==> config.mk <==
export PLATFORM = sky130hd
export DESIGN_NAME = cache_axi_rd_bridge
export DESIGN_NICKNAME = d
export VERILOG_FILES = /design/src/rtl/cache_axi_rd_bridge.sv
export SDC_FILE = /design/constraint.sdc
export NUM_CORES = 1
export LEC_CHECK = 0
export ABC_CLOCK_PERIOD_IN_PS = 5300
export BUFFER_PORTS_ARGS = -buffer_cell sky130_fd_sc_hd__buf_2
export CELL_PAD_IN_SITES_DETAIL_PLACEMENT = 2
export CELL_PAD_IN_SITES_GLOBAL_PLACEMENT = 2
export CORE_MARGIN = 2
export CORE_UTILIZATION = 31
export DETAILED_ROUTE_END_ITERATION = 8
export PLACE_DENSITY = 0.9
export SYNTH_ARGS = -nofsm -noshare
export SYNTH_HDL_FRONTEND = slang
export SYNTH_SLANG_ARGS = --single-unit
==> constraint.sdc <==
create_clock -name clk -period 5.3 [get_ports clk]
set_input_delay 0.53 -clock clk [delete_from_list [all_inputs] [get_ports clk]]
set_output_delay 0.53 -clock clk [all_outputs]
set_load 0.1 [all_outputs]
==> src/rtl/cache_axi_rd_bridge.sv <==
// Cache line-refill bridge: turns a single cache line-read request into one
// AXI4 INCR burst of four 32-bit beats and returns the assembled 128-bit line.
// One request in flight at a time. Optional sticky protocol/response error
// detection is compiled in with `define AXI_RD_ERR_CHECK_EN.
module cache_axi_rd_bridge #(
  parameter int unsigned          AXI_ID_W = 4,
  parameter logic [AXI_ID_W-1:0]  ARID_VAL = '0
) (
  input  logic                clk,
  input  logic                rst,
  // Cache side
  input  logic                rd_req,
  input  logic [31:0]         rd_addr,
  output logic                rd_rdy,
  output logic                ret_valid,
  output logic                ret_last,
  output logic [127:0]        ret_data,
  // AXI4 read address channel
  output logic [AXI_ID_W-1:0] arid,
  output logic [31:0]         araddr,
  output logic [7:0]          arlen,
  output logic [2:0]          arsize,
  output logic [1:0]          arburst,
  output logic                arvalid,
  input  logic                arready,
  // AXI4 read data channel
  input  logic [AXI_ID_W-1:0] rid,
  input  logic [31:0]         rdata,
  input  logic [1:0]          rresp,
  input  logic                rlast,
  input  logic                rvalid,
  output logic                rready,
  // Status
  output logic                rd_err
);

  typedef enum logic [1:0] {StIdle, StAr, StR, StRet} state_e;

  state_e       r_state;
  logic [1:0]   r_beat;
  logic [31:0]  r_addr;
  logic [127:0] r_data;
  logic         r_arvalid;
  logic         r_rready;
  logic         r_ret_valid;
  logic         r_ret_last;
  logic         w_beat_ok;
  logic         w_unused;

  // rid is not checked and the low address bits are dropped by line alignment
  assign w_unused  = ^{rid, rresp, rlast, rd_addr[3:0]};

  assign w_beat_ok = rvalid && r_rready;

  // Request acceptance is purely a function of being idle
  assign rd_rdy    = (r_state == StIdle);

  assign arid      = ARID_VAL;
  assign araddr    = r_addr;
  assign arlen     = 8'd3;
  assign arsize    = 3'd2;
  assign arburst   = 2'b01;
  assign arvalid   = r_arvalid;
  assign rready    = r_rready;
  assign ret_valid = r_ret_valid;
  assign ret_last  = r_ret_last;
  assign ret_data  = r_data;

  // Main FSM with registered handshake and return outputs
  always_ff @(posedge clk or posedge rst) begin
    if (rst) begin
      r_state     <= StIdle;
      r_beat      <= 2'd0;
      r_addr      <= 32'd0;
      r_data      <= 128'd0;
      r_arvalid   <= 1'b0;
      r_rready    <= 1'b0;
      r_ret_valid <= 1'b0;
      r_ret_last  <= 1'b0;
    end else begin
      case (r_state)
        StIdle: begin
          if (rd_req) begin
            r_addr    <= {rd_addr[31:4], 4'b0000};
            r_arvalid <= 1'b1;
            r_state   <= StAr;
          end
        end
        StAr: begin
          if (arready) begin
            r_arvalid <= 1'b0;
            r_rready  <= 1'b1;
            r_beat    <= 2'd0;
            r_state   <= StR;
          end
        end
        StR: begin
          if (w_beat_ok) begin
            r_data[32*r_beat +: 32] <= rdata;
            r_beat                  <= r_beat + 2'd1;
            // Beat count alone ends the burst; rlast is only checked for errors
            if (r_beat == 2'd3) begin
              r_rready    <= 1'b0;
              r_ret_valid <= 1'b1;
              r_ret_last  <= 1'b1;
              r_state     <= StRet;
            end
          end
        end
        StRet: begin
          r_ret_valid <= 1'b0;
          r_ret_last  <= 1'b0;
          r_state     <= StIdle;
        end
        default: r_state <= StIdle;
      endcase
    end
  end

`ifdef AXI_RD_ERR_CHECK_EN
  logic r_err;

  // Sticky error on bad response or rlast on the wrong beat
  always_ff @(posedge clk or posedge rst) begin
    if (rst) begin
      r_err <= 1'b0;
    end else if (w_beat_ok && ((rresp != 2'b00) || (rlast != (r_beat == 2'd3)))) begin
      r_err <= 1'b1;
    end
  end

  assign rd_err = r_err;
`else
  assign rd_err = 1'b0;
`endif

endmodule
Yosys cells after proc, flatten, opt, wreduce, memory -nomap -nowiden
Index checks and enable logic that the tools add are counted.
Widths: inputs -> output; s select.
{ "totals": {"reg_bits": 163} }
{ "classes": {"addsub": 2, "n_eq_ne": 8, "shifts": 2, "n_mux": 19, "n_reduce_logical": 12} }
{ "op_table": {"columns": ["cell", "count"], "rows": [
  ["$bwmux 128", 1],
  ["$shift 32x34->128 const A", 1],
  ["$shiftx 32x34->128", 1],
  ["$neg 7->34", 1],
  ["$mux 2", 6],
  ["$reduce_and 3->1", 3],
  ["$ne 2x2->1 const B", 4],
  ["$pmux 2 s4", 1],
  ["$reduce_and 4->1", 2],
  ["$mux 1", 7],
  ["$eq 2x2->1 const B", 3],
  ["$pmux 1 s2", 3],
  ["$reduce_bool 2->1", 3],
  ["$pmux 2 s2", 1],
  ["$reduce_and 2->1", 2],
  ["$add 2x1->2 const B", 1],
  ["$eq 2x1->1 const B", 1],
  ["$logic_not 2->1", 1],
  ["$logic_and 1x1->1", 1]
]} }

Logic depth before layout (Yosys ltp)
Gate-level depths: netlist of run 1.
{ "depth": {"ltp_word": 4, "mapped_depth": 7, "depth_no_buf": 5} }

Worst setup path after synthesis of run 1
OpenSTA, ideal clock, no wires.
{ "synth_timing": {"kind": "reg2reg", "from": "register r_state[0]", "to": "register r_addr[10] (netlist: araddr[10])", "setup_ns": 0.126, "arrival_time_ns": 2.316, "required_ns": 5.174, "path_slack_ns": 2.858, "path_stages_with_launch": 6, "n_path_buf": 1, "period_less_slack_ns": 2.442, "path_cell_list": "dfrtp_1 > inv_1 > ha_1 > nand2_1 > buf_2 > mux2_2"} }
{ "synth_via": {"elab_chain_len": 2} }
{ "synth_rtl": {"columns": ["element", "line_no", "rtl"], "rows": [
  ["start: declaration", "39", "state_e r_state;"],
  ["start signal: assignment", "72", "r_state <= StIdle;"],
  ["start signal: assignment", "86", "r_state <= StAr;"],
  ["start signal: assignment", "94", "r_state <= StR;"],
  ["$logic_not 2->1", null, null],
  ["named net rd_rdy", "14", "output logic rd_rdy,"],
  ["$reduce_and 2->1 (no source line)", null, null],
  ["end signal: assignment", "84", "r_addr <= {rd_addr[31:4], 4'b0000};"],
  ["end: declaration", "41", "logic [31:0] r_addr;"]
]} }
The timed path passes the listed nets, and every way through them passes these cells.
A chain may end at the register's enable or synchronous reset.

Worst setup path after layout of run 1
{ "layout_timing": {"from": "register r_state[0]", "to": "register r_data[98] (netlist: ret_data[98])"} }
{ "layout_via": {"elab_chain_len": 2} }
{ "layout_rtl": {"columns": ["element", "line_no", "rtl"], "rows": [
  ["$eq 2x2->1", "81", "case (r_state)"],
  ["$reduce_and 2->1 (no source line)", null, null],
  ["end signal: indexed assignment", "99", "r_data[32*r_beat +: 32] <= rdata;"],
  ["end: declaration", "42", "logic [127:0] r_data;"]
]} }
Every way passes these cells.

==> summary.txt, run 1 <==
STA
  • Setup repair after global routing missed its margin: no
  • Actual slew at the worst max-slew pin: 1.157 ns
  • Final number of max-transition violations: 0
  • Setup violation total in the final timing report: 0
  • Setup skew after layout: 0.01759 ns
  • Setup WS post-layout: 2.124 ns
  • Count of endpoints failing hold in the final timing report: 0
  • Slew headroom: 22.70%
  • Final period demand of the worst path: 3.176 ns
  • Period Utilization, post-route: about three fifths
  • Maximum operating frequency: 314.8 MHz
  • Setup TNS Final: 0 ns

Placed design
  • Minimum setup slack after placement: roughly 2.0 ns
  • Post-DP HPWL: 14.20 mm
  • Port buffer count: between 200 and 250
  • Final weighted congestion in routability-driven placement: 0.7023

Critical path
  • CP max stage delay: 1.15 ns
  • CP max FO: 34
  • Standard cell with the maximum stage delay on the critical path: sky130_fd_sc_hd__nor3_1
  • Reg-to-reg slack, setup: 2.12 ns
  • End of the worst register-to-register path: ret_data[98]
  • Crit path required time: 5.65 ns
  • Number of gates on the worst path with buffers counted: 5
  • Reg-to-reg critical path startpoint: r_state[0]
  • R2R cell count: 5
  • Critical Path Sink Type: flop
  • Arr. time, crit path: 3.53 ns
  • Number of buffers and inverters on the critical path: 1
  • Class of the most critical setup path: reg2reg
  • CP cell instances: inv_1 -> ha_1 -> nand4_4 -> nor3_1 -> a22o_1
  • Cell family contributing the most delay on the critical path: simple AND/OR/NAND/NOR gates
  • Startpoint type of the worst setup path: flop

Layout
  • Fill cell instance count of the final layout: 2050
  • Net total in the final layout: 735
  • Area taken by flip-flops and latches: approximately 4000 um2
  • Share of cells above drive strength 1: 45.39%
  • # diodes: 0
  • Growth of design area from synthesis to finish: 29.88%
  • Share of the core filled with cells: 40.75%
  • Area of the multi-input gates: 1966 um2

Clock network
  • Hold buffer count at cts: 0
  • Clock tree from TritonCTS: built
  • CTS Buffer Depth: 2
  • Number of buffers inserted to repair setup after CTS: 0
  • Number of buffers added by the clock tree synthesis step: 17
  • Gates resized, CTS repair: 0
  • Clock Root Buffer: sky130_fd_sc_hd__clkbuf_16
  • Number of sinks handled by clock tree synthesis: between 150 and 200
  • Maximum level of the CTS H-tree: 4
  • Clock edge transition at the registers on the reported setup and hold paths: 0.07 ns
  • Insertion delay to the later sink of the worst-skew pair: 0.43 ns

Drt
  • Metal-1 WL: just under 9 mm
  • Vias per cell: about 5
  • Uppermost layer routed: met4
  • Residual antenna-violating net count after detailed routing: 0
  • Met2 wire length: roughly 10 mm
  • Met3 WL post-DR: 1.425 mm
  • DR pass1 iterations: 4
  • Initial DRC Count: about 170
  • Routed length per placed instance: 22.15 um
  • Post-route DRC violation count: 0
  • Vias post-DR: ~4600
  • Detailed-route wire length: 20.62 mm

Yosys
  • Post-synth top area share: approximately two thirds
  • Biggest area consumer among synthesized cells: sky130_fd_sc_hd__dfrtp_1
  • Mux contribution to synthesized area: 5.336%
  • Synth warn: 0
  • XOR/XNOR Fraction of Synth Area: 0%
  • Simple-gate portion of the synthesized area: 3.511%
  • Most used standard cell by instance count after synthesis: sky130_fd_sc_hd__dfrtp_1
  • Number of enable flip-flop cells after synthesis: 0
  • Complex-gate fraction of the synthesized area: a little under a fifth
  • Synth async-reset ratio: 100.0%
  • Mean instance size in the synthesized netlist: around 15 um2
  • Synth cell count leaders: sky130_fd_sc_hd__dfrtp_1, sky130_fd_sc_hd__a22o_1, sky130_fd_sc_hd__buf_4
  • Netlist cell types: 27
  • Synthesis-stage register bit count: 163
  • Cells after Synth: 428
  • Largest cells by area after synthesis: sky130_fd_sc_hd__dfrtp_1, sky130_fd_sc_hd__a22o_1, sky130_fd_sc_hd__mux2_2, sky130_fd_sc_hd__buf_4, sky130_fd_sc_hd__ha_1
  • Top flip-flop cell by instance count after synthesis: sky130_fd_sc_hd__dfrtp_1
  • Combinational family with the most area after synthesis: compound AO/OA/AOI/OAI gates
  • Post-synthesis instance area: 6307 um2
  • Sequential fraction of the synthesis area: approximately two thirds
  • Adder and majority cell fraction of the synthesized area: roughly 2.0%

Global route
  • Pin count of the biggest net entering global routing: 83
  • Global-route total usage across every layer: 19.67%
  • Remaining global-route overflow: 0
  • Antenna violations before repair: 0
  • Number of global-route vias before repair: 5184
  • Wire length of the first global-routing pass: 32.43 mm

Floorplanning
  • Starting utilization of the core area: 31.37%
  • Overall die width: 146.6 um
  • Floorplan Core Area: 20100 um2
  • Number of placement rows: 52
  • Top-Level Pins: 259
  • Full die area: 21500 um2
  • Die extent in y: 146.6 um

Outcome
  • Run status: completed

Flow run
  • Max-cap violations: 0

Worst hold path
  • Hold crit path type: in2async
## cells in the final DEF, fill, tap and decap left out
master                       count
sky130_fd_sc_hd__buf_2         225
sky130_fd_sc_hd__dfrtp_1       163
sky130_fd_sc_hd__a22o_1        129
sky130_fd_sc_hd__mux2_2         29
sky130_fd_sc_hd__conb_1         22
sky130_fd_sc_hd__clkbuf_16      17
sky130_fd_sc_hd__ha_1           10
sky130_fd_sc_hd__inv_1           7
sky130_fd_sc_hd__buf_4           7
sky130_fd_sc_hd__nand2_1         6
sky130_fd_sc_hd__inv_6           6
sky130_fd_sc_hd__nand2b_1        4
sky130_fd_sc_hd__nand3_1         4
sky130_fd_sc_hd__o311ai_0        3
sky130_fd_sc_hd__o21ai_0         3
sky130_fd_sc_hd__clkinv_4        3
sky130_fd_sc_hd__nand4_4         2
sky130_fd_sc_hd__nor4_4          2
sky130_fd_sc_hd__nor3_1          2
sky130_fd_sc_hd__nand4_1         2
sky130_fd_sc_hd__bufinv_16       2
sky130_fd_sc_hd__nor2b_1         1
sky130_fd_sc_hd__a221oi_1        1
sky130_fd_sc_hd__o32a_1          1
sky130_fd_sc_hd__or2_2           1
sky130_fd_sc_hd__mux2i_1         1
sky130_fd_sc_hd__nand4bb_1       1
sky130_fd_sc_hd__nor2_4          1
sky130_fd_sc_hd__nor3_4          1
sky130_fd_sc_hd__a21oi_1         1
sky130_fd_sc_hd__clkinvlp_4      1
sky130_fd_sc_hd__clkinv_2        1
sky130_fd_sc_hd__clkinv_8        1
sky130_fd_sc_hd__inv_8           1
## routing by layer
layer / global-route usage (%) / up-vias
li1: - / 2007
met1: 24.88 / 2392
met2: 33.33 / 207
met3: 5.625 / 17
met4: 4.854 / 0
met5: 0 / -
## logic make-up (layout without fill, tap and decap cells)
family / after synthesis / after routing
DFF: 163 / 163
AOI/OAI and AO/OA: 138 / 138
buffers and inverters: 58 / 271
muxes: 30 / 30
and+or+nand+nor: 27 / 27
adders and majority gates: 10 / 10
other: 2 / 22
## stage by stage
| step | hold WS (ns) | instances | area [um2] |
|---|---|---|---|
| 2_1_floorplan | 0.5281 | 448 | 6382 |
| 3_3_place_gp | 0.4815 | 900 | 7596 |
| 3_5_place_dp | 0.4853 | 900 | 7596 |
| 4_1_cts | 0.2695 | 931 | 8192 |
| 5_1_grt | 0.2862 | 931 | 8192 |
| 6_report | 0.2308 | 931 | 8192 |
## state kept, by name (all words and copies together), names as in the netlist
name	flops
araddr	28
arvalid	1
r_beat	2
r_state	2
ret_data	128
ret_last	1
rready	1
## how the worst max path moves through the flow
stage	from	endpoint
after floorplan	rst	araddr[10]
after global routing	r_state[0]	ret_data[104]
after detailed placement	r_state[0]	ret_data[104]
after CTS	r_state[0]	ret_data[104]
final	r_state[0]	ret_data[98]
after global placement	r_state[0]	ret_data[104]
## cell type report
class	count	share of cell area (%)
well taps	270	4.124
inverters	8	0.4277
multi-input cells	227	24.00
clock buffers	17	5.193
flip-flops and latches	163	49.79
clock inverters	14	2.077
repair buffers	232	14.39
Power of run 1 is not shown: default switching activity piles up to over one toggle a cycle in this logic, so the estimate is an artifact.
==> run 2: changes to the inputs <==
--- a/config.mk
+++ b/config.mk
@@ -5,7 +5,7 @@
 export SDC_FILE = /design/constraint.sdc
 export NUM_CORES = 1
 export LEC_CHECK = 0
-export ABC_CLOCK_PERIOD_IN_PS = 5300
+export ABC_CLOCK_PERIOD_IN_PS = 3300
 export BUFFER_PORTS_ARGS = -buffer_cell sky130_fd_sc_hd__buf_2
 export CELL_PAD_IN_SITES_DETAIL_PLACEMENT = 2
 export CELL_PAD_IN_SITES_GLOBAL_PLACEMENT = 2
==> constraint.sdc (replaced) <==
create_clock -name clk -period 3.3 [get_ports clk]
set_input_delay 0.33 -clock clk [delete_from_list [all_inputs] [get_ports clk]]
set_output_delay 0.33 -clock clk [all_outputs]
set_load 0.1 [all_outputs]
==> summary.txt, run 2 (same netlist as run 1, synthesis figures left out) <==
Critical path
  • Class of the most critical setup path: reg2reg
  • R2R cell count: 6 (+1)
  • CP max FO: 18 (-47%)
  • Critical Path Sink Type: flop
  • Crit path required time: 3.65 ns (-2.00 ns)
  • Startpoint type of the worst setup path: flop
  • Arr. time, crit path: 2.83 ns (-0.70 ns)
  • Reg-to-reg slack, setup: 0.82 ns (-1.30 ns)

STA
  • Period Utilization, post-route: 75.17% (+15 points)
  • Maximum operating frequency: 403.1 MHz (+28%)
  • Final period demand of the worst path: 2.481 ns (-0.6959 ns)
  • Count of endpoints failing hold in the final timing report: 0 (unchanged)
  • Setup violation total in the final timing report: 0 (unchanged)
  • Final number of max-transition violations: 0 (unchanged)
  • Setup repair after global routing missed its margin: no
  • Setup TNS Final: 0 ns (unchanged)
  • Actual slew at the worst max-slew pin: 0.9168 ns (-0.2398 ns)
  • Slew headroom: 38.75% (+16 points)
  • Setup skew after layout: 0.01014 ns (-0.007449 ns)

Drt
  • Residual antenna-violating net count after detailed routing: 0 (unchanged)
  • Routed length per placed instance: 22.13 um (about the same)
  • Vias per cell: 5.000 (+0.69%)
  • Vias post-DR: 4710 (+1.9%)
  • Initial DRC Count: 155 (-7.7%)
  • DR pass1 iterations: 4 (unchanged)
  • Detailed-route wire length: 20.85 mm (+1.1%)
  • Post-route DRC violation count: 0 (unchanged)

Floorplanning
  • Floorplan Core Area: 20100 um2 (unchanged)
  • Top-Level Pins: 259 (unchanged)
  • Number of placement rows: 52 (unchanged)
  • Full die area: 21500 um2 (unchanged)
  • Overall die width: 146.6 um (unchanged)
  • Die extent in y: 146.6 um (unchanged)
  • Starting utilization of the core area: 31.37% (unchanged)

Layout
  • Share of cells above drive strength 1: 46.13% (+0.75 points)
  • Share of the core filled with cells: 41.30% (+0.55 points)
  • Net total in the final layout: 745 (+1.4%)
  • Max FFs per register: 128 (unchanged)
  • Leading cell type in the layout, fill and taps excluded: sky130_fd_sc_hd__buf_2
  • # diodes: 0 (unchanged)
  • Fill cell instance count of the final layout: 2034 (-0.78%)
  • Commonest non-fill, non-tap cells in the layout: sky130_fd_sc_hd__buf_2, sky130_fd_sc_hd__dfrtp_1, sky130_fd_sc_hd__a22o_1, sky130_fd_sc_hd__mux2_2, sky130_fd_sc_hd__conb_1
  • Growth of design area from synthesis to finish: 31.64%

Worst hold path
  • Hold crit path type: in2async

Clock network
  • CTS Buffer Depth: 2 (unchanged)
  • Clock tree from TritonCTS: built
  • Number of buffers added by the clock tree synthesis step: 17 (unchanged)
  • Number of sinks handled by clock tree synthesis: 163 (unchanged)
  • Clock edge transition at the registers on the reported setup and hold paths: 0.07 ns (about the same)
  • Insertion delay to the later sink of the worst-skew pair: 0.42 ns (about the same)
  • Gates resized, CTS repair: 0 (unchanged)
  • Hold buffer count at cts: 0 (unchanged)
  • Number of buffers inserted to repair setup after CTS: 0 (unchanged)
  • Clock Root Buffer: sky130_fd_sc_hd__clkbuf_16
  • Maximum level of the CTS H-tree: 4 (unchanged)

Outcome
  • Run status: completed

Global route
  • Pin count of the biggest net entering global routing: 44 (-47%)
  • Wire length of the first global-routing pass: 32.98 mm (+1.7%)
  • Antenna violations before repair: 0 (unchanged)
  • Number of global-route vias before repair: 5270 (+1.7%)
  • Global-route total usage across every layer: 19.98% (+0.31 points)
  • Remaining global-route overflow: 0 (unchanged)

Flow run
  • Max-cap violations: 0 (unchanged)

Placed design
  • Final weighted congestion in routability-driven placement: 0.7706 (+9.7%)
  • Port buffer count: 225 (unchanged)
  • Post-DP HPWL: 14.52 mm (+2.2%)
==> run 2: cell count changes in the layout (fill, tap and decap cells not counted) <==
cell,before,now
sky130_fd_sc_hd__inv_6,6,4
sky130_fd_sc_hd__clkinvlp_4,1,4
sky130_fd_sc_hd__clkbuf_1,0,1
sky130_fd_sc_hd__clkinv_2,1,0
sky130_fd_sc_hd__clkinv_8,1,0
sky130_fd_sc_hd__buf_4,7,14
sky130_fd_sc_hd__inv_8,1,2
sky130_fd_sc_hd__buf_12,0,3
==> run 2: worst max-delay path, stage by stage, from the launching register on <==
cell and delay [ns]:
sky130_fd_sc_hd__dfrtp_1 0.58, sky130_fd_sc_hd__inv_1 0.15, sky130_fd_sc_hd__ha_1 0.41, sky130_fd_sc_hd__nand4bb_1 0.27, sky130_fd_sc_hd__nor2_4 0.44, sky130_fd_sc_hd__buf_4 0.36, sky130_fd_sc_hd__a22o_1 0.20
==> run 2: cell type report <==
| type | count | area (um2) | share of cell area [%] |
|---|---|---|---|
| Sequential cell | 163 | 4079 | 49.13 |
| Inverter | 8 | 33.78 | 0.4069 |
| Tap cell | 270 | 337.8 | 4.069 |
| Clock buffer | 18 | 429.2 | 5.169 |
| Clock inverter | 14 | 166.4 | 2.004 |
| Timing Repair Buffer | 242 | 1291 | 15.55 |
| Multi-Input combinational cell | 227 | 1966 | 23.67 |
==> run 2: final timing paths <==
path                                   start           end
worst min-delay path                     rst    araddr[24]
worst min register to register  ret_data[74]  ret_data[74]
max in group asynchronous                rst    araddr[20]
worst max-delay path               r_beat[0]  ret_data[22]
worst max register to register     r_beat[0]  ret_data[22]
min in group clk                 rd_addr[12]    araddr[12]
==> run 2: metrics by stage <==
| step | setup slack, ns | instances | cell area (um2) | hold WS [ns] |
|---|---|---|---|---|
| floorplan | 0.8580 | 448 | 6386 | 0.4625 |
| detailed placement | 0.8092 | 910 | 7707 | 0.4863 |
| global placement | 0.9358 | 910 | 7707 | 0.4816 |
| global route | 0.6288 | 942 | 8303 | 0.1167 |
| finish | 0.8194 | 942 | 8303 | 0.1015 |
| CTS | 0.8117 | 942 | 8303 | 0.1215 |
==> run 2: routing by layer <==
layer | routed length, um | vias to the layer above | track usage, % | share of wire, %
met5 | 0 | - | 0 | 0
met4 | 172 | 0 | 3.835 | 0.83
met3 | 1400 | 15 | 6.313 | 6.7
met2 | 10800 | 198 | 34.74 | 52
met1 | 8480 | 2476 | 24.60 | 41
li1 | - | 2021 | - | -
Power of run 2 is left out for the same reason.
